**src/rtl/io_port_bridge.sv**
```systemverilog
// Host-side I/O port bridge: an input FIFO feeds the CPU I port, an output FIFO captures the CPU O port.
// Define IO_STATS_EN to build the saturating rd/wr/stall counters; otherwise those ports read as zero.
module io_port_bridge #(
  parameter int DATA_W = 8,
  parameter int DEPTH  = 8,
  parameter int CNT_W  = 16
) (
  input  logic                     clk,
  input  logic                     rst,
  input  logic                     cpu_IEnable,
  output logic [DATA_W-1:0]        cpu_I,
  input  logic                     cpu_OEnable,
  input  logic [DATA_W-1:0]        cpu_O,
  output logic                     cpu_wait,
  input  logic [DATA_W-1:0]        in_data,
  input  logic                     in_valid,
  output logic                     in_ready,
  output logic [DATA_W-1:0]        out_data,
  output logic                     out_valid,
  input  logic                     out_ready,
  output logic [$clog2(DEPTH):0]   in_level,
  output logic                     underflow,
  output logic [CNT_W-1:0]         rd_count,
  output logic [CNT_W-1:0]         wr_count,
  output logic [CNT_W-1:0]         stall_count
);

  localparam int PTR_W = $clog2(DEPTH);
  localparam int LVL_W = PTR_W + 1;
  localparam logic [LVL_W-1:0] FULL_LVL = LVL_W'(DEPTH);

  logic [DATA_W-1:0] in_mem  [DEPTH];
  logic [DATA_W-1:0] out_mem [DEPTH];
  logic [PTR_W-1:0]  in_wptr, in_rptr;
  logic [PTR_W-1:0]  out_wptr, out_rptr;
  logic [LVL_W-1:0]  out_level;

  logic in_empty, in_full, in_push, in_pop;
  logic out_empty, out_full, out_push, out_pop;

  assign in_empty  = (in_level == '0);
  assign in_full   = (in_level == FULL_LVL);
  assign out_empty = (out_level == '0);
  assign out_full  = (out_level == FULL_LVL);

  // No pass-through in either direction: a full FIFO refuses writers even if a reader pops this cycle.
  assign in_ready  = !in_full;
  assign in_push   = in_valid && !in_full;
  assign in_pop    = cpu_IEnable && !in_empty;
  assign out_push  = cpu_OEnable && !out_full;
  assign out_pop   = !out_empty && out_ready;

  assign cpu_I     = in_empty  ? '0 : in_mem[in_rptr];
  assign out_data  = out_empty ? '0 : out_mem[out_rptr];
  assign out_valid = !out_empty;
  assign cpu_wait  = (cpu_IEnable && in_empty) || (cpu_OEnable && out_full);

  always_ff @(posedge clk) begin
    if (!rst && in_push)
      in_mem[in_wptr] <= in_data;
    if (!rst && out_push)
      out_mem[out_wptr] <= cpu_O;
  end

  always_ff @(posedge clk) begin
    if (rst) begin
      in_wptr  <= '0;
      in_rptr  <= '0;
      in_level <= '0;
    end else begin
      if (in_push)
        in_wptr <= in_wptr + PTR_W'(1);
      if (in_pop)
        in_rptr <= in_rptr + PTR_W'(1);
      case ({in_push, in_pop})
        2'b10:   in_level <= in_level + LVL_W'(1);
        2'b01:   in_level <= in_level - LVL_W'(1);
        default: in_level <= in_level;
      endcase
    end
  end

  always_ff @(posedge clk) begin
    if (rst) begin
      out_wptr  <= '0;
      out_rptr  <= '0;
      out_level <= '0;
    end else begin
      if (out_push)
        out_wptr <= out_wptr + PTR_W'(1);
      if (out_pop)
        out_rptr <= out_rptr + PTR_W'(1);
      case ({out_push, out_pop})
        2'b10:   out_level <= out_level + LVL_W'(1);
        2'b01:   out_level <= out_level - LVL_W'(1);
        default: out_level <= out_level;
      endcase
    end
  end

  // Sticky until reset so software can discover a read that stalled on an empty port.
  always_ff @(posedge clk) begin
    if (rst)
      underflow <= 1'b0;
    else if (cpu_IEnable && in_empty)
      underflow <= 1'b1;
  end

`ifdef IO_STATS_EN
  always_ff @(posedge clk) begin
    if (rst) begin
      rd_count    <= '0;
      wr_count    <= '0;
      stall_count <= '0;
    end else begin
      if (in_pop && rd_count != '1)
        rd_count <= rd_count + CNT_W'(1);
      if (out_push && wr_count != '1)
        wr_count <= wr_count + CNT_W'(1);
      if (cpu_wait && stall_count != '1)
        stall_count <= stall_count + CNT_W'(1);
    end
  end
`else
  assign rd_count    = '0;
  assign wr_count    = '0;
  assign stall_count = '0;
`endif

endmodule

```
**config.mk**
```make
export PLATFORM = sky130hd
export DESIGN_NAME = io_port_bridge
export DESIGN_NICKNAME = d
export VERILOG_FILES = /design/src/rtl/io_port_bridge.sv
export SDC_FILE = /design/constraint.sdc
export NUM_CORES = 1
export LEC_CHECK = 0
export ABC_AREA = 1
export CAP_MARGIN = 5
export CORE_MARGIN = 2
export CORE_UTILIZATION = 44
export CTS_BUF_LIST = sky130_fd_sc_hd__clkbuf_4
export DETAILED_ROUTE_END_ITERATION = 7
export GPL_TIMING_DRIVEN = 0
export PLACE_DENSITY_LB_ADDON = 0.12
export SYNTH_ARGS = -nofsm -noshare
export SYNTH_HDL_FRONTEND = slang
export SYNTH_SLANG_ARGS = --single-unit
```
**constraint.sdc**
```tcl
create_clock -name clk -period 3.1 [get_ports clk]
set_clock_uncertainty 0.05 [all_clocks]
set_input_delay 0.775 -clock clk [delete_from_list [all_inputs] [get_ports clk]]
set_output_delay 0.775 -clock clk [all_outputs]
set_load 0.005 [all_outputs]
```
==> summary.txt, run 1 <==
Timing
  – Final worst path period share: 96.76%
  – Final TNS setup: 0 ps
  – PnR worst setup slack: 100.4 ps
  – Slew @ Worst Pin: 1187 ps
  – Final hold violations: 0
  – Min Hold Slack: 416.1 ps
  – Minimum clock period: 3000 ps
  – Final Max Tran Viols: 0
  – Max Fclk: 333.4 MHz
  – Relative slew margins: 20.25%
  – Setup violators final: 0

Logic synthesis
  – Area fraction of the dominant cell type after synthesis: 55.63%
  – Ys flop type: edfxtp_1
  – Cell variety after synth: 36
  – Asr flop ratio synth: 0%
  – Synth Cell Area: 0.006909 mm2
  – Post-synthesis register bit count: 155
  – Sequential fraction of the synthesis area: 63.46%
  – Post-synth EDFFs: 128
  – Most common library cells after synthesis: nor2_1, edfxtp_1, o21ai_1, buf_4, nand2_1
  – Yosys warns: 0
  – Dominant cell by count in the synthesized netlist: nor2_1
  – Mapped Avg Cell Area: 11.18 um2
  – Largest cells by area after synthesis: edfxtp_1, dfxtp_1, nor2_1
  – Mapped Cells: 618
  – Area leader, netlist: edfxtp_1

Power and ir drop
  – Static Leak: 3.405 nW
  – Pwr Density: 775.9 mW/mm2
  – Worst vdd ir: 446.2 uV

Global routing
  – Largest net degree at the start of global routing: 17
  – Gr usage total: 18.36%
  – Vias in the first global route: 4386
  – First-pass GRT wire length: 22.91 mm
  – Initial antenna violation count: 1
  – Global route total overflow: 0

Worst setup path
  – Slowest-stage cell, CP: clkdlybuf4s50_1
  – Delay-heaviest family, CP: buffers and inverters
  – Crit-path cells: clkdlybuf4s50_1 > nand4_1 > o21ai_0 > clkdlybuf4s50_1
  – Critical path depth in cells: 4
  – Crit-path max FO: 2
  – Slowest stage delay, CP: 540 ps
  – Most frequent CP cell: clkdlybuf4s50_1
  – CP startpoint kind: primary input
  – Buf+Inv Stages, Crit Path: 2
  – Number of cells on the worst reg-to-reg path: 6
  – WP data required: 2270 ps
  – CP endpoint kind: output port
  – Critical path arrival: 2170 ps
  – CP Class: in2out

Status
  – Status: complete, no violations

Final layout
  – Layout overhead on the synthesized area: 21.80%
  – Fin cells: 968
  – Fin nets: 775
  – Layout cells sized above 1: 20.77%
  – Post-Route Utilization: 55.15%

Die
  – Core area: 0.01526 mm2
  – IO Pins: 94
  – Starting density of the core: 45.28%
  – Chip height: 129.3 um
  – Width of the die: 129.3 um
  – Row count: 45
  – Die footprint: 0.01672 mm2

Route
  – WL/cell: 15.44 um
  – DR iter-0 viols: 323
  – Drt pass-1 iters: 5
  – Vias post-DR: 4712
  – Routed Antenna Nets: 0
  – Number of remaining DRC errors: 0
  – Via-to-Cell Ratio: 4.868
  – Total routed wirelength: 14.95 mm

Clocking
  – Clock Latency Late Sink: 550 ps
  – CTS tree: yes
  – H-tree depth: 4
  – CTS buffer count: 17
  – CTS Root Cell: clkbuf_4
  – # clock sinks: 155
  – Longest Clk Path Bufs: 2
  – Clk slew on worst S/H paths: 140 ps

Placement
  – Setup WS pre-CTS: -0.4383 ps
  – # port buffers: 44
  – Post-DP HPWL: 10.09 mm
  – # placed instances: 920
  – Gpl congestion: 0.7842

Worst hold path
  – Worst hold-check path type: reg2reg
  – Hold Path Stages: 2

Job
  – Max Cap Viol: 0
## worst register-to-register path, delay by kind of cell, from the launching register on
family / cells / cell delay (ps)
buf+inv: 1 / 70
flops: 1 / 510
simple gates: 5 / 1300
## final cells by class
type | count | area (um2)
Fill cell | 1327 | 6843
Sequential cell | 155 | 4399
Multi-Input combinational cell | 404 | 2037
Timing Repair Buffer | 60 | 636.9
Buffer | 69 | 580.6
Tap cell | 211 | 264.0
Clock inverter | 14 | 207.7
Inverter | 36 | 152.6
Clock buffer | 18 | 135.1
Antenna cell | 1 | 2.502
## worst paths after layout
path / start / to / slack [ps]
setup / recovery: cpu_IEnable / cpu_wait / 100
hold / removal: underflow$_SDFFE_PP0P_ / underflow$_SDFFE_PP0P_ / 420
setup reg to reg: in_level[0]$_SDFFE_PP0P_ / in_mem[6][0]$_DFFE_PP_ / 800
hold reg to reg: underflow$_SDFFE_PP0P_ / underflow$_SDFFE_PP0P_ / 420
## metrics by stage
step	power [W]	cell area, um2
finish	0.006530	8416
global route	0.006949	8416
CTS	0.006417	8155
detailed placement	0.004975	7790
global placement	0.004937	7790
floorplan	0.004047	7086
## report_power, final
part | internal [W] | total, W | switching [W]
combinational | 0.00116 | 0.00248 | 0.00133
sequential | 0.00242 | 0.00261 | 0.000189
clock | 0.000673 | 0.00144 | 0.000763
## cells in the final DEF, fill, tap and decap left out, types with 4 or more instances in the layout
cell	count
nor2_2	6
dfxtp_4	4
nor3_1	5
nand2_1	38
o21ai_0	18
o21ai_2	4
edfxtp_1	128
nor2_1	132
inv_6	4
clkbuf_4	18
dlymetal6s2s_1	12
nand3_1	14
inv_1	25
dfxtp_1	23
o22ai_1	16
xnor2_1	4
o21ai_1	59
clkdlybuf4s50_1	31
buf_6	7
o211ai_1	15
buf_8	6
inv_2	6
ha_1	10
conb_1	48
a21oi_1	14
bufinv_16	4
buf_4	66
## state kept, by name, indices dropped and copies added, names as in the netlist, named ones only
name / flops
in_wptr: 3
in_level: 4
out_wptr: 3
underflow: 1
out_level: 4
in_mem: 64
in_rptr: 3
out_rptr: 3
out_mem: 64
## what timing repair did
item | 4_1_cts | 5_1_grt
hold buffers | 0 | 0
setup buffers | 0 | 12
gates resized for setup | 11 | 32
pin swaps | 1 | 13
gates cloned | 0 | 2
setup endpoints to repair | 16 | 13
## kinds of logic after synthesis
logic type               Yosys count  share of synthesized area [%]
flip-flops                       155                          63.46
buffers and inverters            106                          9.779
other                              1                        0.05428
adder cells (fa/ha/maj)           10                          1.811
AO/OA/AOI/OAI                    129                          10.56
XOR/XNOR                           6                         0.7606
AND/OR/NAND/NOR                  211                          13.58
## routing by layer
metal  track usage, %  up-vias  part of all wire [%]
met5                0        -                     0
met4            6.586        0                   1.5
met3            4.377       15                   5.8
met2            28.54      142                    47
met1            25.35     2239                    46
li1                 -     2316                     -
(Power assumes the default switching activity.)
==> run 2, diff against run 1 <==
--- a/config.mk
+++ b/config.mk
@@ -11,8 +11,10 @@
 export CORE_UTILIZATION = 44
 export CTS_BUF_LIST = sky130_fd_sc_hd__clkbuf_4
 export DETAILED_ROUTE_END_ITERATION = 7
+export GPL_ROUTABILITY_DRIVEN = 0
 export GPL_TIMING_DRIVEN = 0
 export PLACE_DENSITY_LB_ADDON = 0.12
+export REMOVE_ABC_BUFFERS = 1
 export SYNTH_ARGS = -nofsm -noshare
 export SYNTH_HDL_FRONTEND = slang
 export SYNTH_SLANG_ARGS = --single-unit
==> constraint.sdc (replaced) <==
create_clock -name clk -period 2.9 [get_ports clk]
set_clock_uncertainty 0.05 [all_clocks]
set_input_delay 0.725 -clock clk [delete_from_list [all_inputs] [get_ports clk]]
set_output_delay 0.725 -clock clk [all_outputs]
set_load 0.005 [all_outputs]
==> run 2 against run 1 <==
Compared with the run above:
- combinational power about the same
- sequential power grew 7%
- count of clock-buffer cells in the layout rose by 2
- global-route usage shrank 0.43 points
- critical path type unchanged
- critical path depth is the same
- critical endpoint unchanged
==> summary.txt, run 2 (synthesis results as in run 1) <==
Clocking
  – Longest Clk Path Bufs: 2
  – # clock sinks: 155
  – CTS buffer count: 17
  – Clock Latency Late Sink: 540 ps
  – CTS tree: yes
  – CTS Hold Buffers Added: 0
  – CTS Root Cell: clkbuf_4
  – Clk slew on worst S/H paths: 120 ps
  – H-tree depth: 4

Global routing
  – Gr usage total: 17.93%
  – First-pass GRT wire length: 22.15 mm
  – Initial antenna violation count: 1
  – Vias in the first global route: 4236
  – Global route total overflow: 0
  – Largest net degree at the start of global routing: 33

Final layout
  – Filler Cell Count: 1333
  – Commonest non-fill, non-tap cells in the layout: nor2_1, edfxtp_1, o21ai_1
  – Fin nets: 713
  – Layout cells sized above 1: 14.55%
  – Fin cells: 906
  – Most common cell after layout, fill and taps aside: nor2_1
  – Layout overhead on the synthesized area: 15.07%
  – Largest regs: in_mem: 64 flops, out_mem: 64 flops

Power and ir drop
  – Switching power: 0.002334 W
  – Switch share: 34.28%
  – Static Leak: 3.044 nW
  – Internal power: 0.004474 W
  – Share of power burned in registers: 41.0%
  – Pwr Density: 856.4 mW/mm2
  – Worst vdd ir: 480.0 uV
  – Clock share of power: 22.4%
  – Combinational share of power: 36.6%

Timing
  – Final worst path period share: 96.54%
  – Slew @ Worst Pin: 1023 ps
  – Final TNS setup: 0 ps
  – Setup violators final: 0
  – Relative slew margins: 31.52%
  – RSZ-0062 raised after global routing: no
  – Min Hold Slack: 423.0 ps
  – Max Fclk: 357.2 MHz
  – Final Max Tran Viols: 0
  – Minimum clock period: 2800 ps
  – Final hold violations: 0

Route
  – Total routed wirelength: 14.32 mm
  – Vias post-DR: 4516
  – Via-to-Cell Ratio: 4.985
  – Number of remaining DRC errors: 0
  – DR iter-0 viols: 312
  – Routed Antenna Nets: 0
  – Drt pass-1 iters: 5
  – WL/cell: 15.80 um

Placement
  – # placed instances: 852
  – Post-DP HPWL: 8.208 mm
  – # port buffers: 45

Die
  – Core area: 0.01526 mm2
  – Chip height: 129.3 um
  – Row count: 45
  – Starting density of the core: 45.28%
  – Width of the die: 129.3 um
  – Die footprint: 0.01672 mm2
  – IO Pins: 94

Worst setup path
  – Critical path arrival: 2020 ps
  – Slowest-stage cell, CP: clkdlybuf4s50_1
  – Crit-path max FO: 2
  – CP startpoint kind: primary input
  – Crit-path cells: clkdlybuf4s50_1 > nand4_1 > o21ai_0 > clkdlybuf4s50_1
  – CP endpoint kind: output port
  – CP Class: in2out
  – Slowest stage delay, CP: 530 ps
  – WP data required: 2120 ps
  – Most frequent CP cell: clkdlybuf4s50_1

Status
  – Status: complete, no violations

Job
  – Max Cap Viol: 0

Worst hold path
  – Worst hold-check path type: reg2reg
[run 2: through the flow]
stage | area [um2] | total power, W | worst slack, ps | utilization (%)
after global routing | 7950 | 0.007251 | 13.63 | 52.10
after floorplan | 6548 | 0.004145 | 509.1 | -
after detailed placement | 7284 | 0.005105 | -682.8 | 47.74
after global placement | 7262 | 0.005058 | -692.5 | 47.59
final | 7950 | 0.006809 | 100.5 | 52.10
after CTS | 7879 | 0.006847 | -37.86 | 51.64
[run 2: critical path, delay by kind of cell]
| kind | cells | cell delay [ps] |
|---|---|---|
| AO/OA/AOI/OAI | 1 | 110 |
| buffers and inverters | 2 | 1040 |
| AND/OR/NAND/NOR | 1 | 150 |
[run 2: cell type report]
cell class | count | area, um2 | area share [%]
diodes | 1 | 2.502 | 0.03148
clock buffers | 20 | 150.1 | 1.889
clock inverters | 12 | 196.4 | 2.471
inverters | 36 | 173.9 | 2.188
multi-input cells | 404 | 2051 | 25.79
flip-flops and latches | 155 | 4402 | 55.37
well taps | 211 | 264.0 | 3.321
repair buffers | 66 | 694.4 | 8.735
repair inverters | 1 | 16.27 | 0.2046
[run 2: worst paths after layout]
path                             from                      to  slack, ps  depth (start not counted)
max                       cpu_IEnable                cpu_wait        100                          4
max reg2reg  in_level[0]$_SDFFE_PP0P_  in_mem[5][2]$_DFFE_PP_        680                          6
min reg2reg    underflow$_SDFFE_PP0P_  underflow$_SDFFE_PP0P_        420                          2
min            underflow$_SDFFE_PP0P_  underflow$_SDFFE_PP0P_        420                          2
[run 2: power by group through the flow]
stage	combinational [W]	sequential [W]	clock (W)
global placement	0.00213	0.00293	0
CTS	0.00250	0.00279	0.00156
detailed placement	0.00217	0.00294	0
floorplan	0.00131	0.00284	0
finish	0.00249	0.00279	0.00153
global route	0.00278	0.00282	0.00165
[run 2: metal layers]
| metal | up-vias | global-route usage [%] | routed length [um] |
|---|---|---|---|
| met5 | - | 0 | 0 |
| met4 | 0 | 6.138 | 255 |
| met3 | 23 | 4.253 | 900 |
| met2 | 155 | 28.20 | 6548 |
| met1 | 2151 | 24.58 | 6616 |
| li1 | 2187 | - | - |
[run 2: repair_timing]
action                                  4_1_cts  5_1_grt
gates cloned                                  1        0
pin swaps                                     3        1
endpoints found under the setup margin       16        9
gates resized for setup                      39       14
buffers inserted                             15        5
==> run 3, diff against run 2 <==
--- a/config.mk
+++ b/config.mk
@@ -13,6 +13,7 @@
 export DETAILED_ROUTE_END_ITERATION = 7
 export GPL_ROUTABILITY_DRIVEN = 0
 export GPL_TIMING_DRIVEN = 0
+export HOLD_SLACK_MARGIN = 0.12
 export PLACE_DENSITY_LB_ADDON = 0.12
 export REMOVE_ABC_BUFFERS = 1
 export SYNTH_ARGS = -nofsm -noshare
==> results of run 3 <==
No change in the layout: final DEF, timing and power equal those of run 2.
